`src/rtl/sysarr_pkg.sv`:
```
`default_nettype none
// +----------------------------------------------------------------------------+
// | sysarr_pkg : shared defaults and operand type for the systolic array edge.  |
// | Revision   : 1.0                                                            |
// +----------------------------------------------------------------------------+
package sysarr_pkg;
  localparam int SYSARR_N     = 4;
  localparam int SYSARR_WIDTH = 16;
  localparam int SYSARR_DEPTH = 2;

  typedef logic [SYSARR_WIDTH-1:0] operand_t;
endpackage : sysarr_pkg
`default_nettype wire

```
`src/rtl/sysarr_skew_lane.sv`:
```
`default_nettype none
// +----------------------------------------------------------------------------+
// | sysarr_skew_lane : DELAY-stage data+valid shift chain, advances on en.      |
// | Revision         : 1.0                                                      |
// +----------------------------------------------------------------------------+
module sysarr_skew_lane #(
  parameter int DELAY = 1,
  parameter int WIDTH = 16
) (
  input  logic             clk,
  input  logic             nRST,
  input  logic             en,
  input  logic [WIDTH-1:0] d,
  input  logic             d_valid,
  output logic [WIDTH-1:0] q,
  output logic             q_valid,
  output logic             any_valid
);
  logic [WIDTH-1:0] data_q  [DELAY];
  logic [DELAY-1:0] valid_q;

  always_ff @(posedge clk or negedge nRST) begin
    if (!nRST) begin
      for (int k = 0; k < DELAY; k++) data_q[k] <= '0;
      valid_q <= '0;
    end else if (en) begin
      data_q[0]  <= d;
      valid_q[0] <= d_valid;
      for (int k = 1; k < DELAY; k++) begin
        data_q[k]  <= data_q[k-1];
        valid_q[k] <= valid_q[k-1];
      end
    end
  end

  assign q         = data_q[DELAY-1];
  assign q_valid   = valid_q[DELAY-1];
  assign any_valid = |valid_q;
endmodule : sysarr_skew_lane
`default_nettype wire

```
`src/rtl/sysarr_in_feeder.sv`:
```
`default_nettype none
// +----------------------------------------------------------------------------+
// | sysarr_in_feeder : row FIFO feeding the array left edge with diagonal skew. |
// | Revision         : 1.0                                                      |
// +----------------------------------------------------------------------------+
module sysarr_in_feeder
  import sysarr_pkg::*;
#(
  parameter int N     = SYSARR_N,
  parameter int WIDTH = SYSARR_WIDTH,
  parameter int DEPTH = SYSARR_DEPTH
) (
  input  logic                       clk,
  input  logic                       nRST,
  input  logic                       in_valid,
  output logic                       in_ready,
  input  logic [WIDTH*N-1:0]         in_row,
  input  logic                       array_en,
  output logic [N-1:0]               out_valid,
  output logic [WIDTH*N-1:0]         out_data,
  output logic                       busy,
  output logic [$clog2(DEPTH+1)-1:0] count
);
  localparam int PW = $clog2(DEPTH);
  localparam int CW = $clog2(DEPTH+1);
  localparam logic [CW-1:0] C_DEPTH = CW'(DEPTH);

  logic [WIDTH*N-1:0] mem_q [DEPTH];
  logic [PW-1:0]      wr_ptr_q, wr_ptr_d;
  logic [PW-1:0]      rd_ptr_q, rd_ptr_d;
  logic [CW-1:0]      count_q, count_d;
  logic               w_push, w_pop;
  logic [WIDTH*N-1:0] w_head;
  logic [N-1:0]       w_lane_busy;

  // Readiness depends only on registered occupancy, so a full buffer never
  // accepts a row even in a cycle where it also pops.
  assign in_ready = (count_q < C_DEPTH);
  assign w_push   = in_valid && in_ready;
  assign w_pop    = array_en && (count_q != '0);
  assign w_head   = mem_q[rd_ptr_q];

  always_comb begin
    wr_ptr_d = wr_ptr_q;
    rd_ptr_d = rd_ptr_q;
    count_d  = count_q;
    if (w_push) wr_ptr_d = wr_ptr_q + 1'b1;
    if (w_pop)  rd_ptr_d = rd_ptr_q + 1'b1;
    case ({w_push, w_pop})
      2'b10:   count_d = count_q + 1'b1;
      2'b01:   count_d = count_q - 1'b1;
      default: count_d = count_q;
    endcase
  end

  always_ff @(posedge clk or negedge nRST) begin
    if (!nRST) begin
      wr_ptr_q <= '0;
      rd_ptr_q <= '0;
      count_q  <= '0;
    end else begin
      wr_ptr_q <= wr_ptr_d;
      rd_ptr_q <= rd_ptr_d;
      count_q  <= count_d;
    end
  end

  always_ff @(posedge clk) begin
    if (w_push) mem_q[wr_ptr_q] <= in_row;
  end

  // A cycle with array_en high and nothing buffered injects a bubble.
  for (genvar i = 0; i < N; i++) begin : g_lane
    logic [WIDTH-1:0] w_d;
    assign w_d = w_pop ? w_head[WIDTH*i +: WIDTH] : '0;

    sysarr_skew_lane #(
      .DELAY (i + 1),
      .WIDTH (WIDTH)
    ) u_lane (
      .clk       (clk),
      .nRST      (nRST),
      .en        (array_en),
      .d         (w_d),
      .d_valid   (w_pop),
      .q         (out_data[WIDTH*i +: WIDTH]),
      .q_valid   (out_valid[i]),
      .any_valid (w_lane_busy[i])
    );
  end

  assign busy  = (count_q != '0) || (|w_lane_busy);
  assign count = count_q;
endmodule : sysarr_in_feeder
`default_nettype wire
```
`config.mk`:
```
export PLATFORM = sky130hd
export DESIGN_NAME = sysarr_in_feeder
export DESIGN_NICKNAME = d
export VERILOG_FILES = /design/src/rtl/sysarr_pkg.sv /design/src/rtl/sysarr_skew_lane.sv /design/src/rtl/sysarr_in_feeder.sv
export SDC_FILE = /design/constraint.sdc
export NUM_CORES = 1
export LEC_CHECK = 0
export BUFFER_PORTS_ARGS = -buffer_cell sky130_fd_sc_hd__buf_2
export CORE_ASPECT_RATIO = 2
export CORE_MARGIN = 2
export CORE_UTILIZATION = 55
export DETAILED_ROUTE_END_ITERATION = 8
export HOLD_SLACK_MARGIN = 0.15
export PLACE_DENSITY = 0.8
export SLEW_MARGIN = 30
export SYNTH_ARGS = -nofsm -noshare
export SYNTH_HDL_FRONTEND = slang
export SYNTH_SLANG_ARGS = --single-unit
```
`constraint.sdc`:
```
create_clock -name clk -period 4.9 [get_ports clk]
set_input_delay 0.49 -clock clk [delete_from_list [all_inputs] [get_ports clk]]
set_output_delay 0.49 -clock clk [all_outputs]
set_load 0.005 [all_outputs]
```
# Word level (Yosys, flattened, before mapping)
# Memories as Yosys holds them, arrays and structs flattened.
# Index checks and enable logic that the tools add are counted.
# classes
addsub	4
n_mul	0
div	0
order_cmp	1
n_eq_ne	2
n_shift	0
mux	7
bitwise	0
n_reduce_logical	6
# ops
op	n
$mux W16	4
$reduce_or A10 Y1	1
$pmux W2 S2	1
$reduce_bool A2 Y1	2
$add A1 B1 Y1 const B	2
$add A2 B1 Y2 const B	1
$eq A2 B1 Y1 const B	1
$eq A2 B2 Y1 const B	1
$logic_and A1 B1 Y1	2
$lt A2 B2 Y1 const B	1
$mux W1	2
$sub A2 B1 Y2 const B	1
$logic_or A1 B1 Y1	1
# totals
regBits	174
latch_bits	0
ram_bits	128
rom_bits	0
input_bits	68
out_inout_bits	72
wordCells	38
mem_count	1
# mem_list
memory	words	word_bits	read_ports	rd_clocked_by_memory_dff	wr	line_no	source
mem_q	2	64	1	0	1	sysarr_in_feeder.sv:28	logic [WIDTH*N-1:0] mem_q [DEPTH];

# Depth between registers and ports, before layout
# Gate-level depths: netlist of the first run.
# logic_depth
depth_word	4
depth_mapped	8
mapped_depth_nobuf	6

# Modules after synthesis
# Synthesis of the first run repeated with hierarchy kept, for this count alone.
# unflattened
hier_cells	702
hier_area_um2	12321.8
# modules_own_cells
mod	n_inst	cells_per_inst	area_per_inst_um2	seq_area_each_um2
sysarr_in_feeder	1	290	5066.1	3943.8
sysarr_skew_lane at g_lane[3].u_lane	1	161	2742.6	1701.6
sysarr_skew_lane at g_lane[2].u_lane	1	125	2275.9	1276.2
sysarr_skew_lane at g_lane[1].u_lane	1	89	1544.0	850.8
sysarr_skew_lane at g_lane[0].u_lane	1	37	693.2	425.4

# Worst setup path after synthesis of the first run
# Ideal clock, no wire load.
# synth_timing
path_kind	register -> register
start	reg count_q[1], in the netlist count[1]
end	mem mem_q[0][0] (netlist bit), enable pin
setup_ns	0.486
arrival_time_ns	3.335
t_required_ns	4.414
setup_slack_ns	1.078
stages_incl_launch_ff	4
path_buffers	0
synth_period_minus_slack_ns	3.822
path_cell_list	dfrtp_1 inv_1 nand2_1 nor2_1
# synth_via
elab_chain_len	4
# synth_lines
element	line_no	source
start, declared	sysarr_in_feeder.sv:31	logic [CW-1:0] count_q, count_d;
start signal, assigned	sysarr_in_feeder.sv:64	count_q <= count_d;
$lt A2 B2 Y1	sysarr_in_feeder.sv:38	assign in_ready = (count_q < C_DEPTH);
named net in_ready	sysarr_in_feeder.sv:16	output logic in_ready,
$logic_and A1 B1 Y1	sysarr_in_feeder.sv:39	assign w_push = in_valid && in_ready;
$mux W1	sysarr_in_feeder.sv:69	if (w_push) mem_q[wr_ptr_q] <= in_row;
$mux W1 (implied by the code)	sysarr_in_feeder.sv:69	
end, declared	sysarr_in_feeder.sv:28	
# The timed path passes the listed nets, and every way through them passes these cells.

# Worst setup path in the final report of the first run
# layout_timing
start	reg g_lane[1].u_lane.valid_q[0]
end	out busy
# layout_via
elab_chain_len	2
# layout_lines
element	line_no	source
start, declared	sysarr_skew_lane.sv:20	logic [DELAY-1:0] valid_q;
start signal, assigned	sysarr_skew_lane.sv:28	valid_q[0] <= d_valid;
start signal, assigned by index	sysarr_skew_lane.sv:31	valid_q[k] <= valid_q[k-1];
$reduce_or A10 Y1	sysarr_in_feeder.sv:92	assign busy = (count_q != '0) || (|w_lane_busy);
$logic_or A1 B1 Y1	sysarr_in_feeder.sv:92	
end, declared	sysarr_in_feeder.sv:21	output logic busy,
# No other way between the ends.

==> impl_metrics.env, run 1 <==
export IMPL_grt_usage=0.179
export IMPL_first_global_vias=5906
export IMPL_clkTransAtPathRegs_ps=70
export IMPL_seq_area_frac_synth=0.719
export IMPL_drive_gt1_frac=0.344
export IMPL_layout_commonest_cell="dfrtp_1"
export IMPL_finClkSkew_ps=16.3
export IMPL_cts_buffers=24
export IMPL_layout_common_cells="dfrtp_1, buf_2, edfxtp_1"
export IMPL_rows=73
export IMPL_netlist_instances=689
export IMPL_slew_violations=0
export IMPL_vias_per_cell=5.14
export IMPL_hp_class="in -> reg"
export IMPL_syn_nets=758
export IMPL_routed_wl_mm=19.1
export IMPL_worst_path_max_fanout=4
export IMPL_nets=876
export IMPL_drcViolationCount=0
export IMPL_swShare=0.274
export IMPL_relSlewSlack=0.375
export IMPL_powerDensity_nw_per_um2=593
export IMPL_cts_sinks=296
export IMPL_rsz0062_at_grt="false"
export IMPL_clkPwrFrac=0.265
export IMPL_peakVddDrop_mv=0.471
export IMPL_dr_total_vias=5590
export IMPL_worst_pin_slew_ps=934
export IMPL_combPwrFrac=0.218
export IMPL_holdWs_ps=166
export IMPL_fmax_mhz=420
export IMPL_status="finished, final reports clean"
export IMPL_ys_types=18
export IMPL_cp_end_kind="output port"
export IMPL_grt_antenna_before_repair=0
export IMPL_diodes=0
export IMPL_synth_top_cell_area_share=0.375
export IMPL_ios=140
export IMPL_portBuffers=139
export IMPL_p_leak_uw=0.00562
export IMPL_p_int_uw=5520
export IMPL_root_buffer="clkbuf_16"
export IMPL_synthTopCellsByArea="dfrtp_1, edfxtp_1, mux2_2"
export IMPL_final_hold_violation_count=0
export IMPL_p_total_uw=7600
export IMPL_rrSetupSlack_ps=2680
export IMPL_worst_ep_arrival_time_ps=1890
export IMPL_multi_input_area_sq_um=2280
export IMPL_syn_area_per_cell_sq_um=16.3
export IMPL_final_seq_area_sq_um=8050
export IMPL_yosysWarnings=0
export IMPL_fp_coreArea_sq_um=19900
export IMPL_grt_max_degree=126
export IMPL_place_ws_ps=2270
export IMPL_nFillCells=1507
export IMPL_switchingPower_uw=2080
export IMPL_maxCapViolCount=0
export IMPL_die_x_um=105
export IMPL_cp_required_ps=4410
export IMPL_fin_tns_setup_ps=0
export IMPL_grt_first_pass_wirelength_mm=30.4
export IMPL_overflow=0
export IMPL_synthesis_area_sq_um=11200
export IMPL_start_util=0.562
export IMPL_clockBufferDepth=3
export IMPL_seqPwrFrac=0.517
export IMPL_hpwlAfterDp_mm=11.2
export IMPL_synth_seq_cells=296
export IMPL_min_period_over_period=0.485
export IMPL_setup_slack_ps=2520
export IMPL_die_area_sq_um=21600
export IMPL_wl_per_cell_um=17.6
export IMPL_cts_tree="done"
export IMPL_area_growth_pct=14.6
export IMPL_place_congestion=0.719
export IMPL_ant_nets=0
export IMPL_die_h_um=206
export IMPL_drtIter0Drc=239
export IMPL_setup_viol=0
export IMPL_insertion_delay_ps=520
export IMPL_start_kind="register"
export IMPL_worstSetupPathType="reg -> out"
export IMPL_htreeDepth=1
export IMPL_final_min_clock_period_ps=2380
export IMPL_yosysTopAreaCell="dfrtp_1"
export IMPL_dr_pass1_iters=4
## state kept, by name, indices dropped and copies added (netlist names)
name / flops
mem_q: 128
g_lane.u_lane.q: 64
g_lane.u_lane.valid_q: 4
wr_ptr_q: 1
rd_ptr_q: 1
g_lane.u_lane.data_q: 96
count: 2
## worst paths after layout
kind                       depth (start not counted)                        start                     end
max                                                3  g_lane[1].u_lane.valid_q[0]                    busy
min in group asynchronous                          2                         nRST   g_lane[2].u_lane.q[5]
min                                                1                    in_row[5]             mem_q[1][5]
max reg2reg                                        4                     count[1]            mem_q[0][23]
min reg2reg                                        1  g_lane[3].u_lane.data_q[19]   g_lane[3].u_lane.q[3]
max in group asynchronous                          3                         nRST  g_lane[0].u_lane.q[14]
## through the flow
stage                     area [sq um]  utilization  std cells
final                            12800        0.644       1087
after detailed placement         11700        0.586       1012
after CTS                        12800        0.642       1083
after global placement           11700        0.586       1012
after global routing             12800        0.644       1087
after floorplan                  11200            -        689
## synthesized netlist by cell type
library cell / instances
buf_2: 8
mux2i_1: 64
mux2_2: 99
edfxtp_1: 128
ha_1: 1
xnor2_1: 5
inv_1: 67
and3_1: 1
clkbuf_1: 3
o21ai_2: 1
nor2_1: 3
o22ai_1: 64
buf_6: 11
o21ai_0: 1
dfrtp_1: 168
buf_4: 62
nand2_1: 2
nor4_1: 1
## worst max-delay path: stages (launching register included)
cell and delay [ps]:
dfrtp_1 410, nor4_1 730, nand2_1 100, buf_2 150
## routing by layer
metal  track usage  routed length [um]
met2         0.327               10400
met1         0.215                7450
met5             0                   0
met3        0.0263                 789
met4        0.0581                 399
## power groups by stage
stage          combinational, uW  clock (uW)  sequential (uW)
2_1_floorplan               1470           0             3790
6_report                    1660        2020             3930
4_1_cts                     1670        2060             3940
3_3_place_gp                1570           0             3940
3_5_place_dp                1640           0             3980
5_1_grt                     1820        2160             4040
## cell families after synthesis
| kind of cell | synth area share |
|---|---|
| XOR/XNOR | 0.00391 |
| flip-flops | 0.719 |
| AO/OA/AOI/OAI | 0.0370 |
| adder cells (fa/ha/maj) | 0.00112 |
| AND/OR/NAND/NOR | 0.00279 |
| multiplexers | 0.157 |
| buffers and inverters | 0.0797 |
## what timing repair did
action                                 4_1_cts  5_1_grt
buffers inserted                             0        0
endpoints found under the hold margin      128        5
resized for setup                            0        0
hold buffers                                27        3
## layout make-up
cell class / instances / area share
Clock inverter: 12 / 0.0127
Inverter: 67 / 0.0196
Tap cell: 262 / 0.0255
Clock buffer: 32 / 0.0525
Sequential cell: 296 / 0.627
Multi-Input combinational cell: 242 / 0.177
Timing Repair Buffer: 176 / 0.0848
(Power assumes the default switching activity.)
==> run 2: changes to the inputs <==
Settings changed: CORE_UTILIZATION 55 to 52.
Clock period 4.9 ns to 2.1 ns, I/O delays scaled along.
==> impl_metrics.env, run 2 (synthesis results as in run 1) <==
export IMPL_overflow=0
export IMPL_start_kind="register"
export IMPL_place_area_sq_um=11900
export IMPL_setup_worst_path_start="g_lane[1].u_lane.valid_q[0]"
export IMPL_drcViolationCount=0
export IMPL_rsz0062_at_grt="false"
export IMPL_area_growth_pct=19.5
export IMPL_finClkSkew_ps=9.57
export IMPL_rows=76
export IMPL_rr_endpoint="mem_q[0][47]"
export IMPL_fp_coreArea_sq_um=21300
export IMPL_layout_commonest_cell="dfrtp_1"
export IMPL_root_buffer="clkbuf_16"
export IMPL_grt_max_degree=62
export IMPL_die_x_um=108
export IMPL_vias_per_cell=5.06
export IMPL_grt_first_pass_wirelength_mm=30.9
export IMPL_ant_nets=0
export IMPL_fin_util=0.628
export IMPL_die_h_um=212
export IMPL_cp_end_kind="output port"
export IMPL_portBuffers=139
export IMPL_dr_pass1_iters=5
export IMPL_rrSetupSlack_ps=530
export IMPL_fin_area_sq_um=13400
export IMPL_min_period_over_period=0.778
export IMPL_start_util=0.526
export IMPL_worst_pin_slew_ps=556
export IMPL_worst_ep_arrival_time_ps=1420
export IMPL_place_congestion=0.696
export IMPL_clockBufferDepth=3
export IMPL_final_min_clock_period_ps=1630
export IMPL_fmax_mhz=612
export IMPL_p_leak_uw=0.00586
export IMPL_cp_required_ps=1890
export IMPL_layout_common_cells="dfrtp_1, buf_2, edfxtp_1"
export IMPL_htreeDepth=1
export IMPL_fin_tns_setup_ps=0
export IMPL_maxCapViolCount=0
export IMPL_routed_wl_mm=18.8
export IMPL_dpl_cell_count=1035
export IMPL_final_hold_violation_count=0
export IMPL_layoutNonFillerInstCount=1151
export IMPL_drive_gt1_frac=0.340
export IMPL_regMostFlops="mem_q"
export IMPL_peakVddDrop_mv=0.971
export IMPL_holdWs_ps=225
export IMPL_relSlewSlack=0.629
export IMPL_cts_sinks=296
export IMPL_largest_reg_flops=128
export IMPL_cts_setup_buffers=0
export IMPL_insertion_delay_ps=520
export IMPL_hpwlAfterDp_mm=11.9
export IMPL_cts_buffers=26
export IMPL_worst_path_max_fanout=4
export IMPL_worstSetupPathType="reg -> out"
export IMPL_nets=926
export IMPL_setup_viol=0
export IMPL_clkTransAtPathRegs_ps=70
export IMPL_ios=140
export IMPL_endpoint="busy"
export IMPL_dr_total_vias=5823
export IMPL_hp_class="in -> async"
export IMPL_first_global_vias=6329
export IMPL_powerDensity_nw_per_um2=1330
export IMPL_drtIter0Drc=187
export IMPL_grt_usage=0.172
export IMPL_rr_worst_depth=4
export IMPL_grt_antenna_before_repair=1
export IMPL_status="finished, final reports clean"
export IMPL_die_area_sq_um=22800
export IMPL_r2r_start="count[1]"
export IMPL_cts_tree="done"
export IMPL_slew_violations=0
export IMPL_wl_per_cell_um=16.3
==> run 2: changes by cell type in the layout (fill, tap and decap cells not counted), sizes merged <==
| cell | change |
|---|---|
| bufinv | -3 |
| buf | +12 |
| dlygate4sd3 | +37 |
| inv | -1 |
| diode | +1 |
| clkbuf | +3 |
| clkinv | +4 |
==> run 2: layer usage <==
layer / share of wire / GRT usage
met2: 0.53 / 0.308
met3: 0.045 / 0.0277
met1: 0.41 / 0.209
met4: 0.019 / 0.0584
met5: 0 / 0
==> run 2: cell type report <==
class | instances | area (sq um)
flip-flops and latches | 296 | 8050
repair buffers | 224 | 1640
fillers | 1545 | 7920
multi-input cells | 242 | 2280
inverters | 67 | 251
well taps | 273 | 342
clock inverters | 12 | 88.8
clock buffers | 36 | 731
diodes | 1 | 2.50
==> run 2: worst max-delay path, cell delays in order, from the launching register on <==
cell and delay, ps:
dfrtp_1 410, nor4_1 290, nand2_1 80, buf_2 130
==> run 2: how the worst min path moves through the flow <==
stage | start | end | slack [ps] | cells past startpoint
after floorplan | nRST | count[0] | -90 | 0
after global placement | nRST | g_lane[2].u_lane.q[5] | 220 | 1
after detailed placement | nRST | g_lane[2].u_lane.data_q[19] | 220 | 1
after CTS | nRST | g_lane[2].u_lane.data_q[37] | 230 | 2
after global routing | nRST | g_lane[2].u_lane.data_q[37] | 260 | 2
final | nRST | g_lane[2].u_lane.data_q[37] | 220 | 2
==> run 2: power by group <==
group	internal (uW)	switching (uW)
sequential	8080	1000
combinational	2230	1880
clock	2570	1970
==> run 2: what timing repair did <==
| item | 4_1_cts | 5_1_grt |
|---|---|---|
| endpoints found under the hold margin | 312 | 0 |
| hold buffers | 67 | 0 |
| resized for setup | 0 | 0 |
==> run 2: metrics by stage <==
stage	total power (uW)	setup slack, ps
finish	17700	466
global route	18700	411
CTS	17900	451
detailed placement	13300	552
global placement	13000	605
floorplan	12300	48.3
==> run 3: changes to the inputs <==
Clock period 2.1 ns to 1.5 ns, I/O delays scaled along.
==> impl_metrics.env, run 3 (synthesis results as in run 1) <==
export IMPL_clockBufferDepth=3
export IMPL_maxCapViolCount=0
export IMPL_grt_met2_usage=0.312
export IMPL_rsz0062_at_grt="true"
export IMPL_grt_busiest_layer="met2"
export IMPL_die_x_um=108
export IMPL_dpl_cell_count=1035
export IMPL_fin_area_sq_um=13400
export IMPL_setup_viol=1
export IMPL_fp_coreArea_sq_um=21300
export IMPL_hp_class="in -> reg"
export IMPL_clkTransAtPathRegs_ps=60
export IMPL_p_leak_uw=0.00588
export IMPL_largest_reg_flops=128
export IMPL_whs_path_depth=2
export IMPL_overflow=0
export IMPL_worst_ep_arrival_time_ps=1380
export IMPL_first_global_vias=6322
export IMPL_start_util=0.526
export IMPL_drcViolationCount=0
export IMPL_layout_common_cells="dfrtp_1, buf_2, edfxtp_1"
export IMPL_cts_buffers=25
export IMPL_r2r_start="count[1]"
export IMPL_rows=76
export IMPL_use_met1=0.217
export IMPL_start_kind="register"
export IMPL_holdWs_ps=348
export IMPL_hold_path_startpoint="in_row[12]"
export IMPL_fmax_mhz=652
export IMPL_setup_slack_ps=-34.7
export IMPL_hpwlAfterDp_mm=12.1
export IMPL_cts_sinks=296
export IMPL_cp_end_kind="output port"
export IMPL_violations="setup timing"
export IMPL_peakVddDrop_mv=1.26
export IMPL_ios=140
export IMPL_grt_first_pass_wirelength_mm=31.6
export IMPL_wl_per_cell_um=16.7
export IMPL_root_buffer="clkbuf_16"
export IMPL_place_area_sq_um=11900
export IMPL_grt_usage=0.175
export IMPL_portBuffers=139
export IMPL_diodes=0
export IMPL_min_to="mem_q[1][12]"
export IMPL_final_seq_area_sq_um=8050
export IMPL_layout_commonest_cell="dfrtp_1"
export IMPL_ant_nets=0
export IMPL_rrSetupSlack_ps=120
export IMPL_nets=929
export IMPL_place_congestion=0.724
export IMPL_layoutNonFillerInstCount=1152
export IMPL_area_growth_pct=19.7
export IMPL_dr_total_vias=5888
export IMPL_dr_pass1_iters=4
export IMPL_htreeDepth=1
export IMPL_status="finished with violations"
export IMPL_die_h_um=212
export IMPL_multi_input_area_sq_um=2290
export IMPL_grt_max_degree=78
export IMPL_drtIter0Drc=242
export IMPL_cp_required_ps=1350
export IMPL_routed_wl_mm=19.2
export IMPL_final_hold_violation_count=0
export IMPL_powerDensity_nw_per_um2=1850
export IMPL_nFillCells=1563
export IMPL_die_area_sq_um=22800
export IMPL_worstSetupPathType="reg -> out"
export IMPL_cts_tree="done"
export IMPL_final_min_clock_period_ps=1530
export IMPL_finClkSkew_ps=18.2
export IMPL_min_period_over_period=1.02
export IMPL_slew_violations=0
export IMPL_regMostFlops="mem_q"
export IMPL_worst_pin_slew_ps=386
export IMPL_drive_gt1_frac=0.346
export IMPL_worst_path_max_fanout=2
export IMPL_insertion_delay_ps=530
export IMPL_relSlewSlack=0.743
export IMPL_rr_endpoint="mem_q[0][19]"
export IMPL_grt_antenna_before_repair=0
export IMPL_met3_usage=0.0268
export IMPL_vias_per_cell=5.11
export IMPL_rr_worst_depth=4
export IMPL_p_total_uw=24800
## run 3: changes by cell type in the layout (fill, tap and decap cells not counted), sizes merged
| cell | previous run | this run |
|---|---|---|
| buf | 157 | 160 |
| inv | 67 | 68 |
| bufinv | 1 | 0 |
| clkbuf | 36 | 40 |
| clkinvlp | 1 | 0 |
| clkinv | 10 | 5 |
| dlygate4sd3 | 67 | 68 |
| diode | 1 | 0 |
## run 3: final cells by class
cell class	count	area share
Timing Repair Buffer	228	0.126
Clock inverter	6	0.00252
Clock buffer	40	0.0562
Sequential cell	296	0.601
Multi-Input combinational cell	242	0.171
Inverter	67	0.0188
Tap cell	273	0.0255
## run 3: through the flow
stage / setup slack [ps] / setup TNS (ps) / utilization
after global routing: -130 / -130 / 0.629
after detailed placement: 124 / 0 / 0.559
after global placement: 162 / 0 / 0.559
final: -34.7 / -34.7 / 0.629
after floorplan: -474 / -50930 / -
after CTS: -70.2 / -70.2 / 0.629
## run 3: worst max-delay path, stage by stage, from the launching register on
cell,delay [ps]
dfrtp_1,390
nor4_2,270
nand2_1,80
buf_2,140
## run 3: power by group
group	internal (uW)	total [uW]	switching, uW
clock network	3450	6180	2730
logic	3230	5950	2720
registers	11300	12700	1390
## run 3: how the worst max path moves through the flow
stage,slack [ps],cells after the start,start,to
2_1_floorplan,-470,3,count[1],mem_q[0][0]
3_3_place_gp,160,6,count[0],count[1]
3_5_place_dp,120,4,count[1],mem_q[0][47]
4_1_cts,-70,3,g_lane[3].u_lane.valid_q[3],busy
5_1_grt,-130,3,g_lane[3].u_lane.valid_q[3],busy
6_report,-30,3,g_lane[3].u_lane.valid_q[3],busy
## run 3: timing repair
item                                    4_1_cts  5_1_grt
hold buffers                                 68        0
setup buffers                                 3        0
endpoints found under the setup margin        1        1
hold endpoints to repair                    304        0
pin swaps                                     2        0
gates resized for setup                       1        0
## run 3: routing by layer
metal	wire length [um]	vias to the layer above
met1	7970	2971
met5	0	-
met4	347	0
met2	10000	146
met3	863	26
li1	-	2745
